**src/rtl/mlp_scheduler_pkg.sv**
```systemverilog
// Shared constants, FSM state and class encodings, and fixed-point helpers for the MLP scheduler.
// Optional y_raw output is enabled by defining MLP_YRAW_EN.
package mlp_scheduler_pkg;

  localparam int FRAC_W = 8;
  localparam int ACC_W  = 48;

  localparam logic signed [ACC_W-1:0] ONE = 48'sh0000_0001_0000;
  localparam logic signed [ACC_W-1:0] TH3 = 48'sh0000_0000_9999;
  localparam logic signed [ACC_W-1:0] TH2 = 48'sh0000_0000_8000;
  localparam logic signed [ACC_W-1:0] TH1 = 48'sh0000_0000_6666;
  localparam logic signed [ACC_W-1:0] S32_MAX = 48'sh0000_7FFF_FFFF;
  localparam logic signed [ACC_W-1:0] S32_MIN = -48'sh0000_8000_0000;

  typedef enum logic [2:0] {
    S_IDLE,
    S_HID_ISSUE,
    S_HID_ACT,
    S_OUT_ISSUE,
    S_OUT_ACT,
    S_DONE
  } state_t;

  typedef enum logic [1:0] {
    CLS_0,
    CLS_1,
    CLS_2,
    CLS_3
  } class_t;

  // Hidden activation: ReLU with an upper rail at 1.0.
  function automatic logic [31:0] clamp_unit(input logic signed [ACC_W-1:0] v);
    if (v < 0) return '0;
    if (v > ONE) return ONE[31:0];
    return v[31:0];
  endfunction

  function automatic class_t classify(input logic signed [ACC_W-1:0] y);
    if (y > TH3) return CLS_3;
    if (y > TH2) return CLS_2;
    if (y > TH1) return CLS_1;
    return CLS_0;
  endfunction

  function automatic logic [31:0] sat32(input logic signed [ACC_W-1:0] v);
    if (v > S32_MAX) return 32'h7FFF_FFFF;
    if (v < S32_MIN) return 32'h8000_0000;
    return v[31:0];
  endfunction

endpackage

```
**src/rtl/mlp_scheduler_if.sv**
```systemverilog
// Request/result and weight-ROM signals of the MLP scheduler, bundled with slave (scheduler) and master views.
// y_raw exists only when MLP_YRAW_EN is defined.
interface mlp_scheduler_if #(
  parameter int N_IN = 6,
  parameter int AW   = 7
);
  logic                 start;
  logic [32*N_IN-1:0]   features;
  logic                 busy;
  logic                 done;
  logic [1:0]           result;
  logic                 w_rd;
  logic [AW-1:0]        w_addr;
  logic [15:0]          w_data;
`ifdef MLP_YRAW_EN
  logic [31:0]          y_raw;

  modport slave  (input start, features, w_data,
                  output busy, done, result, w_rd, w_addr, y_raw);
  modport master (output start, features, w_data,
                  input busy, done, result, w_rd, w_addr, y_raw);
`else
  modport slave  (input start, features, w_data,
                  output busy, done, result, w_rd, w_addr);
  modport master (output start, features, w_data,
                  input busy, done, result, w_rd, w_addr);
`endif
endinterface

```
**src/rtl/mlp_mac.sv**
```systemverilog
// Shared multiply-accumulate: Q16.16 x Q8.8 -> Q16.16 term, or a Q8.8 bias promoted to Q16.16,
// added into a 48-bit signed accumulator; sum is the combinational next value.
module mlp_mac
  import mlp_scheduler_pkg::*;
(
  input  logic                    clk,
  input  logic                    clear,
  input  logic                    clr,
  input  logic                    en,
  input  logic                    bias_sel,
  input  logic [31:0]             x,
  input  logic signed [15:0]      w,
  output logic signed [ACC_W-1:0] sum
);

  logic signed [48:0]      prod;
  logic signed [ACC_W-1:0] term;
  logic signed [ACC_W-1:0] bias;
  logic signed [ACC_W-1:0] acc;

  always_comb begin
    // x is unsigned, so a zero sign bit keeps it positive in the signed product.
    prod = $signed({1'b0, x}) * w;
    term = ACC_W'(prod >>> FRAC_W);
    bias = {{(ACC_W-16-FRAC_W){w[15]}}, w, {FRAC_W{1'b0}}};
    sum  = acc + (bias_sel ? bias : term);
  end

  always_ff @(posedge clk) begin
    if (!clear || clr) acc <= '0;
    else if (en)       acc <= sum;
  end

endmodule

```
**src/rtl/mlp_scheduler.sv**
```systemverilog
// Sequences MLP inference (N_IN inputs, N_HID clamped hidden neurons, one output) on one MAC,
// fetching weights from a 1-cycle ROM. Defining MLP_YRAW_EN adds the saturated y_raw output.
module mlp_scheduler
  import mlp_scheduler_pkg::*;
#(
  parameter int N_IN  = 6,
  parameter int N_HID = 7,
  parameter int AW    = 7
) (
  input logic            ADC_CLK_10,
  input logic            clear,
  mlp_scheduler_if.slave bus
);

  localparam int CNT_MAX = (N_IN > N_HID) ? N_IN : N_HID;
  localparam int CNT_W   = $clog2(CNT_MAX + 1);
  localparam int J_W     = (N_HID > 1) ? $clog2(N_HID) : 1;

  state_t            state_q, state_d;
  logic [CNT_W-1:0]  cnt_q, cnt_d;
  logic [J_W-1:0]    j_q, j_d;
  logic [AW-1:0]     addr_q, addr_d;
  class_t            result_q;
  logic [31:0]       feat_q [N_IN];
  logic [31:0]       h_q    [N_HID];

  logic              w_rd, load, store_h, store_y;
  logic              mac_en, mac_clr, bias_sel;
  logic [31:0]       mac_x;
  logic signed [ACC_W-1:0] mac_sum;

  // NOTE: every signal is defaulted before the case so no path leaves one unassigned (no latches).
  always_comb begin
    state_d  = state_q;
    cnt_d    = cnt_q;
    j_d      = j_q;
    addr_d   = addr_q;
    w_rd     = 1'b0;
    load     = 1'b0;
    store_h  = 1'b0;
    store_y  = 1'b0;
    mac_en   = 1'b0;
    mac_clr  = 1'b0;
    bias_sel = 1'b0;
    case (state_q)
      S_IDLE: if (bus.start) begin
        state_d = S_HID_ISSUE;
        cnt_d   = '0;
        j_d     = '0;
        addr_d  = '0;
        load    = 1'b1;
      end
      S_HID_ISSUE: begin
        // Data for the address issued last cycle arrives now; cycle 0 has nothing to add yet.
        w_rd   = 1'b1;
        mac_en = (cnt_q != '0);
        addr_d = addr_q + AW'(1);
        if (cnt_q == CNT_W'(N_IN)) begin
          state_d = S_HID_ACT;
          cnt_d   = '0;
        end else begin
          cnt_d = cnt_q + CNT_W'(1);
        end
      end
      S_HID_ACT: begin
        bias_sel = 1'b1;
        mac_clr  = 1'b1;
        store_h  = 1'b1;
        if (j_q == J_W'(N_HID - 1)) begin
          state_d = S_OUT_ISSUE;
          j_d     = '0;
        end else begin
          state_d = S_HID_ISSUE;
          j_d     = j_q + J_W'(1);
        end
      end
      S_OUT_ISSUE: begin
        w_rd   = 1'b1;
        mac_en = (cnt_q != '0);
        addr_d = addr_q + AW'(1);
        if (cnt_q == CNT_W'(N_HID)) begin
          state_d = S_OUT_ACT;
          cnt_d   = '0;
        end else begin
          cnt_d = cnt_q + CNT_W'(1);
        end
      end
      S_OUT_ACT: begin
        bias_sel = 1'b1;
        mac_clr  = 1'b1;
        store_y  = 1'b1;
        state_d  = S_DONE;
      end
      S_DONE:  state_d = S_IDLE;
      default: state_d = S_IDLE;
    endcase
  end

  // Operand select: the term arriving at count c belongs to input c-1.
  always_comb begin
    mac_x = '0;
    if (state_q == S_HID_ISSUE) begin
      for (int k = 0; k < N_IN; k++)
        if (cnt_q == CNT_W'(k + 1)) mac_x = feat_q[k];
    end else if (state_q == S_OUT_ISSUE) begin
      for (int k = 0; k < N_HID; k++)
        if (cnt_q == CNT_W'(k + 1)) mac_x = h_q[k];
    end
  end

  mlp_mac u_mac (
    .clk      (ADC_CLK_10),
    .clear    (clear),
    .clr      (mac_clr),
    .en       (mac_en),
    .bias_sel (bias_sel),
    .x        (mac_x),
    .w        ($signed(bus.w_data)),
    .sum      (mac_sum)
  );

  // NOTE: state uses non-blocking assignments so every register samples pre-edge values.
  // NOTE: the hidden register file is reset because a run must start from cleared state;
  // the feature latch is not, as it is always written on start before being read.
  always_ff @(posedge ADC_CLK_10) begin
    if (!clear) begin
      state_q  <= S_IDLE;
      cnt_q    <= '0;
      j_q      <= '0;
      addr_q   <= '0;
      result_q <= CLS_0;
      for (int k = 0; k < N_HID; k++) h_q[k] <= '0;
    end else begin
      state_q <= state_d;
      cnt_q   <= cnt_d;
      j_q     <= j_d;
      addr_q  <= addr_d;
      if (store_h)
        for (int k = 0; k < N_HID; k++)
          if (j_q == J_W'(k)) h_q[k] <= clamp_unit(mac_sum);
      if (store_y) result_q <= classify(mac_sum);
    end
  end

  always_ff @(posedge ADC_CLK_10) begin
    if (load)
      for (int k = 0; k < N_IN; k++) feat_q[k] <= bus.features[32*k +: 32];
  end

`ifdef MLP_YRAW_EN
  logic [31:0] y_raw_q;

  always_ff @(posedge ADC_CLK_10) begin
    if (!clear)       y_raw_q <= '0;
    else if (store_y) y_raw_q <= sat32(mac_sum);
  end

  assign bus.y_raw = y_raw_q;
`endif

  assign bus.busy   = (state_q != S_IDLE);
  assign bus.done   = (state_q == S_DONE);
  assign bus.result = result_q;
  assign bus.w_rd   = w_rd;
  assign bus.w_addr = w_rd ? addr_q : '0;

endmodule

```
**src/flat_wrapper.sv**
```systemverilog
// flat-port wrapper written by rule: the top's interface ports become plain ports
module mlp_scheduler_flat import mlp_scheduler_pkg::*;
#(
  parameter int N_IN  = 6,
  parameter int N_HID = 7,
  parameter int AW    = 7
)
  (ADC_CLK_10, clear, bus_start, bus_features, bus_w_data, bus_busy, bus_done, bus_result, bus_w_rd, bus_w_addr);
  mlp_scheduler_if #(.N_IN(N_IN), .AW(AW)) bus_i ();
  input logic ADC_CLK_10;
  input logic clear;
  input wire logic [$bits(bus_i.start)-1:0] bus_start;
  input wire logic [$bits(bus_i.features)-1:0] bus_features;
  input wire logic [$bits(bus_i.w_data)-1:0] bus_w_data;
  output wire logic [$bits(bus_i.busy)-1:0] bus_busy;
  output wire logic [$bits(bus_i.done)-1:0] bus_done;
  output wire logic [$bits(bus_i.result)-1:0] bus_result;
  output wire logic [$bits(bus_i.w_rd)-1:0] bus_w_rd;
  output wire logic [$bits(bus_i.w_addr)-1:0] bus_w_addr;
  assign bus_i.start = bus_start;
  assign bus_i.features = bus_features;
  assign bus_i.w_data = bus_w_data;
  assign bus_busy = bus_i.busy;
  assign bus_done = bus_i.done;
  assign bus_result = bus_i.result;
  assign bus_w_rd = bus_i.w_rd;
  assign bus_w_addr = bus_i.w_addr;
  mlp_scheduler #(.N_IN(N_IN), .N_HID(N_HID), .AW(AW)) u_core (.ADC_CLK_10(ADC_CLK_10), .clear(clear), .bus(bus_i));
endmodule
```
**config.mk**
```make
export PLATFORM = sky130hd
export DESIGN_NAME = mlp_scheduler_flat
export DESIGN_NICKNAME = d
export VERILOG_FILES = /design/src/rtl/mlp_scheduler_pkg.sv /design/src/rtl/mlp_scheduler_if.sv /design/src/rtl/mlp_mac.sv /design/src/rtl/mlp_scheduler.sv /design/src/flat_wrapper.sv
export SDC_FILE = /design/constraint.sdc
export NUM_CORES = 2
export LEC_CHECK = 0
export BUFFER_PORTS_ARGS = -buffer_cell sky130_fd_sc_hd__buf_2
export CAP_MARGIN = 20
export CORE_UTILIZATION = 30
export CTS_CLUSTER_DIAMETER = 80
export CTS_CLUSTER_SIZE = 10
export DETAILED_ROUTE_END_ITERATION = 6
export HOLD_SLACK_MARGIN = 0.08
export SETUP_SLACK_MARGIN = 0.1
export SLEW_MARGIN = 20
export SYNTH_ARGS = -nofsm -noshare
export SYNTH_HDL_FRONTEND = slang
export SYNTH_SLANG_ARGS = --single-unit
```
**constraint.sdc**
```tcl
create_clock -name ADC_CLK_10 -period 33 [get_ports ADC_CLK_10]
set_input_delay 0 -clock ADC_CLK_10 [delete_from_list [all_inputs] [get_ports ADC_CLK_10]]
set_output_delay 0 -clock ADC_CLK_10 [all_outputs]
set_load 0.01 [all_outputs]
```
==> metrics <==
TritonCTS Buffers=54; Hold Path Stages=2; busiest grt layer=met2; setup violators final=0; Critical path origin=u_core.cnt_q[2]$_SDFFE_PN0P_; Routed Wire Length=127,000 µm; top cells by area, synth=edfxtp_1 (30%), fa_1 (20%), ha_1 (6.2%); die area=0.140 mm²; later-pin clock latency in the skew report=0.62 ns; post-synthesis sequential area ratio=33.3%; Routed Antenna Nets=0; Setup TNS=0 ns; Starting Density=30.2%; Slew Viols, Final=0; commonest non-fill, non-tap cells in the layout=nand2_1 (599), inv_1 (528), fa_1 (418); DRC=0; Finished Cell Area=0.0495 mm²; Area Growth Syn to Fin=19.3%; # IOs=223; Post-Syn Area=0.0415 mm²; clk root buf=clkbuf_16; vias in the first global route=34.4k; synthesis-stage register bit count=482; Final Cycle Share=47.1%; slew margin rel.=22.4%; grt ovf=0; Synth cell types=87; met2 Usage GRT=29.7%; WS Path Type=reg2reg; wire per inst=19.2 µm; GPL Wtd Cong=0.949; Pwr per Cell Area=49.0 mW/mm²; routed vias=33.8k; Synth Flop Type=edfxtp_1; worst-case vdd ir drop=0.0445 mV; Reg2Reg Depth=44; final HPWL from detailed placement=86,300 µm; Worst Setup Start Kind=flip-flop; Worst-Margin Slew=1.16 ns; fillers=13.5k; Synth Warn #=0; CTS H-Tree Depth=2; Worst EP required=33.39 ns; Worst Hold Class=in2reg; share of layout cells above drive strength 1=10.2%; Die X=374 µm; largest area contributor in the netlist=edfxtp_1; Initial DRC Count=2,816; TritonCTS clock tree=done; worst r2r src=u_core.cnt_q[2]$_SDFFE_PN0P_; Critical Path Max Stage Delay=0.91 ns; status=finished, final reports clean; fmax=64.3 MHz; most common cell after layout, fill and taps aside=nand2_1; critical path peak fanout=71; grt met3 use=2.20%; Die H=374 µm; CTS sink count=482; gate count after technology mapping=4,328; Worst Skew=0.0318 ns; NumNets Final=5,634; Max Cap Violations=0; port buffer count=222; met1 usage=24.9%; Crit path arrival time=15.95 ns; largest net degree at the start of global routing=147; gr usage total=18.0%; Max Buffers Root-to-Sink=3; final core utilization=36.1%; core area=0.137 mm²; Leak Pwr=20.2 nW; final hold violations=0; initial antenna violation count=3; Cell Rows=136; r2r setup slk=17.44 ns; # resized after CTS=0; number of enable flip-flop cells after synthesis=416; router iterations before antenna repair=7; share of async-settable or async-resettable flops after synthesis=0%; unrepaired setup endpoints after global routing=no; critical path's slowest cell=a211oi_4; post-synth top area share=30.1%; hold path start=bus_features[180]; critical path endpoint category=flip-flop; Vias per Instance=5.09; placed instance area=0.0449 mm²; post-layout min period=15.56 ns; Clk pin slew, worst setup/hold paths=0.06 ns; Avg Synthesized Cell Area=9.59 µm²; global-route wire length before repair=200,000 µm
[flip-flops by register name, summed over array words and instances, names as in the netlist]
| name | count |
|---|---|
| u_core.feat_q | 192 |
| u_core.bus.result | 2 |
| u_core.h_q | 224 |
| u_core.j_q | 3 |
| u_core.state_q | 3 |
| u_core.addr_q | 7 |
| u_core.cnt_q | 3 |
| u_core.u_mac.acc | 48 |
[cell usage after synthesis (7+ instances only)]
cell / instances
a211oi_1: 79
a21boi_0: 9
a21o_1: 34
a21oi_1: 265
a221oi_1: 18
a22oi_1: 54
a311oi_1: 9
a31oi_1: 14
and2_1: 238
and3_1: 19
buf_1: 15
buf_2: 22
buf_6: 10
clkbuf_1: 233
dfxtp_1: 66
edfxtp_1: 416
fa_1: 418
ha_1: 207
inv_1: 528
nand2_1: 600
nand2b_1: 20
nand3_1: 42
nand4_1: 32
nor2_1: 252
nor2b_1: 33
nor3_1: 59
nor3_2: 80
nor3b_1: 16
nor4_1: 40
o2111ai_1: 9
o211ai_1: 97
o21a_1: 21
o21ai_0: 158
o21ai_1: 7
o21bai_1: 7
o221ai_1: 7
o311ai_0: 7
o31ai_1: 11
or3_1: 14
xnor2_1: 34
xor2_1: 21
[metrics by stage]
step	worst slack [ns]	cells	hold WS (ns)	power [W]
floorplan	21.09	4432	0.0989	0.00149
global placement	17.81	6241	0.176	0.00181
detailed placement	17.90	6241	0.178	0.00182
CTS	17.75	6636	0.0801	0.00241
global route	16.58	6640	0.0892	0.00257
finish	17.44	6641	0.0983	0.00243
[critical path, delay by kind of cell, from the launching register on]
kind                       cells  cell delay, ns
muxes                          1            0.41
xor gates and xnor gates       1            0.23
buffers and inverters          9            2.00
and+or+nand+nor                7            1.91
adders and majority gates      9            4.58
DFF                            1            0.53
AOI/OAI and AO/OA             17            5.52
[kinds of logic (layout without fill, tap and decap cells)]
group                    Yosys count  in the layout  synth area share (%)
AO/OA/AOI/OAI                    868            868                  13.6
XOR/XNOR                          56             56                  1.22
adder cells (fa/ha/maj)          625            625                  26.4
buffers and inverters            810           1222                  7.57
flip-flops                       482            482                  33.3
multiplexers                       6              6                 0.151
other                              1            108               0.00904
AND/OR/NAND/NOR                 1480           1480                  17.8
[final timing paths]
check | endpoint
setup / recovery | u_core.h_q[0][111]$_SDFFCE_PN0P_
hold / removal | u_core.feat_q[5][20]$_DFFE_PP_
setup reg to reg | u_core.h_q[0][111]$_SDFFCE_PN0P_
hold reg to reg | u_core.u_mac.acc[29]$_SDFFE_PP0P_
[report_power, final]
group	internal, W	switching (W)	leakage, nW
Sequential	0.000703	0.0000134	4.61
Clock	0.000310	0.000251	0.748
Combinational	0.000388	0.000760	14.9
Total	0.00140	0.00102	20.2
[cell type report]
cell class	count	area, µm²	area share [%]
inverter	530	1990	4.02
clock buffer	98	1520	3.06
multi-input combinational	3140	25200	51.0
timing repair buffer	590	4640	9.38
tap	1794	2240	4.53
sequential	482	13800	27.9
antenna	3	7.51	0.0152
clock inverter	4	67.6	0.136
[metal layers]
| layer | share of wire (%) | routed length [µm] | up-vias |
|---|---|---|---|
| met5 | 0 | 0 | - |
| met4 | 1.9 | 2370 | 0 |
| met3 | 6.8 | 8680 | 145 |
| met2 | 47 | 60200 | 1276 |
| met1 | 44 | 56000 | 16900 |
| li1 | - | - | 15500 |
[what timing repair did]
item / CTS / global route
hold buffers: 293 / 0
setup endpoints to repair: 0 / 0
hold endpoints to repair: 210 / 0
buffers inserted: 0 / 0
Note: power is estimated with default switching activity, not from simulation.
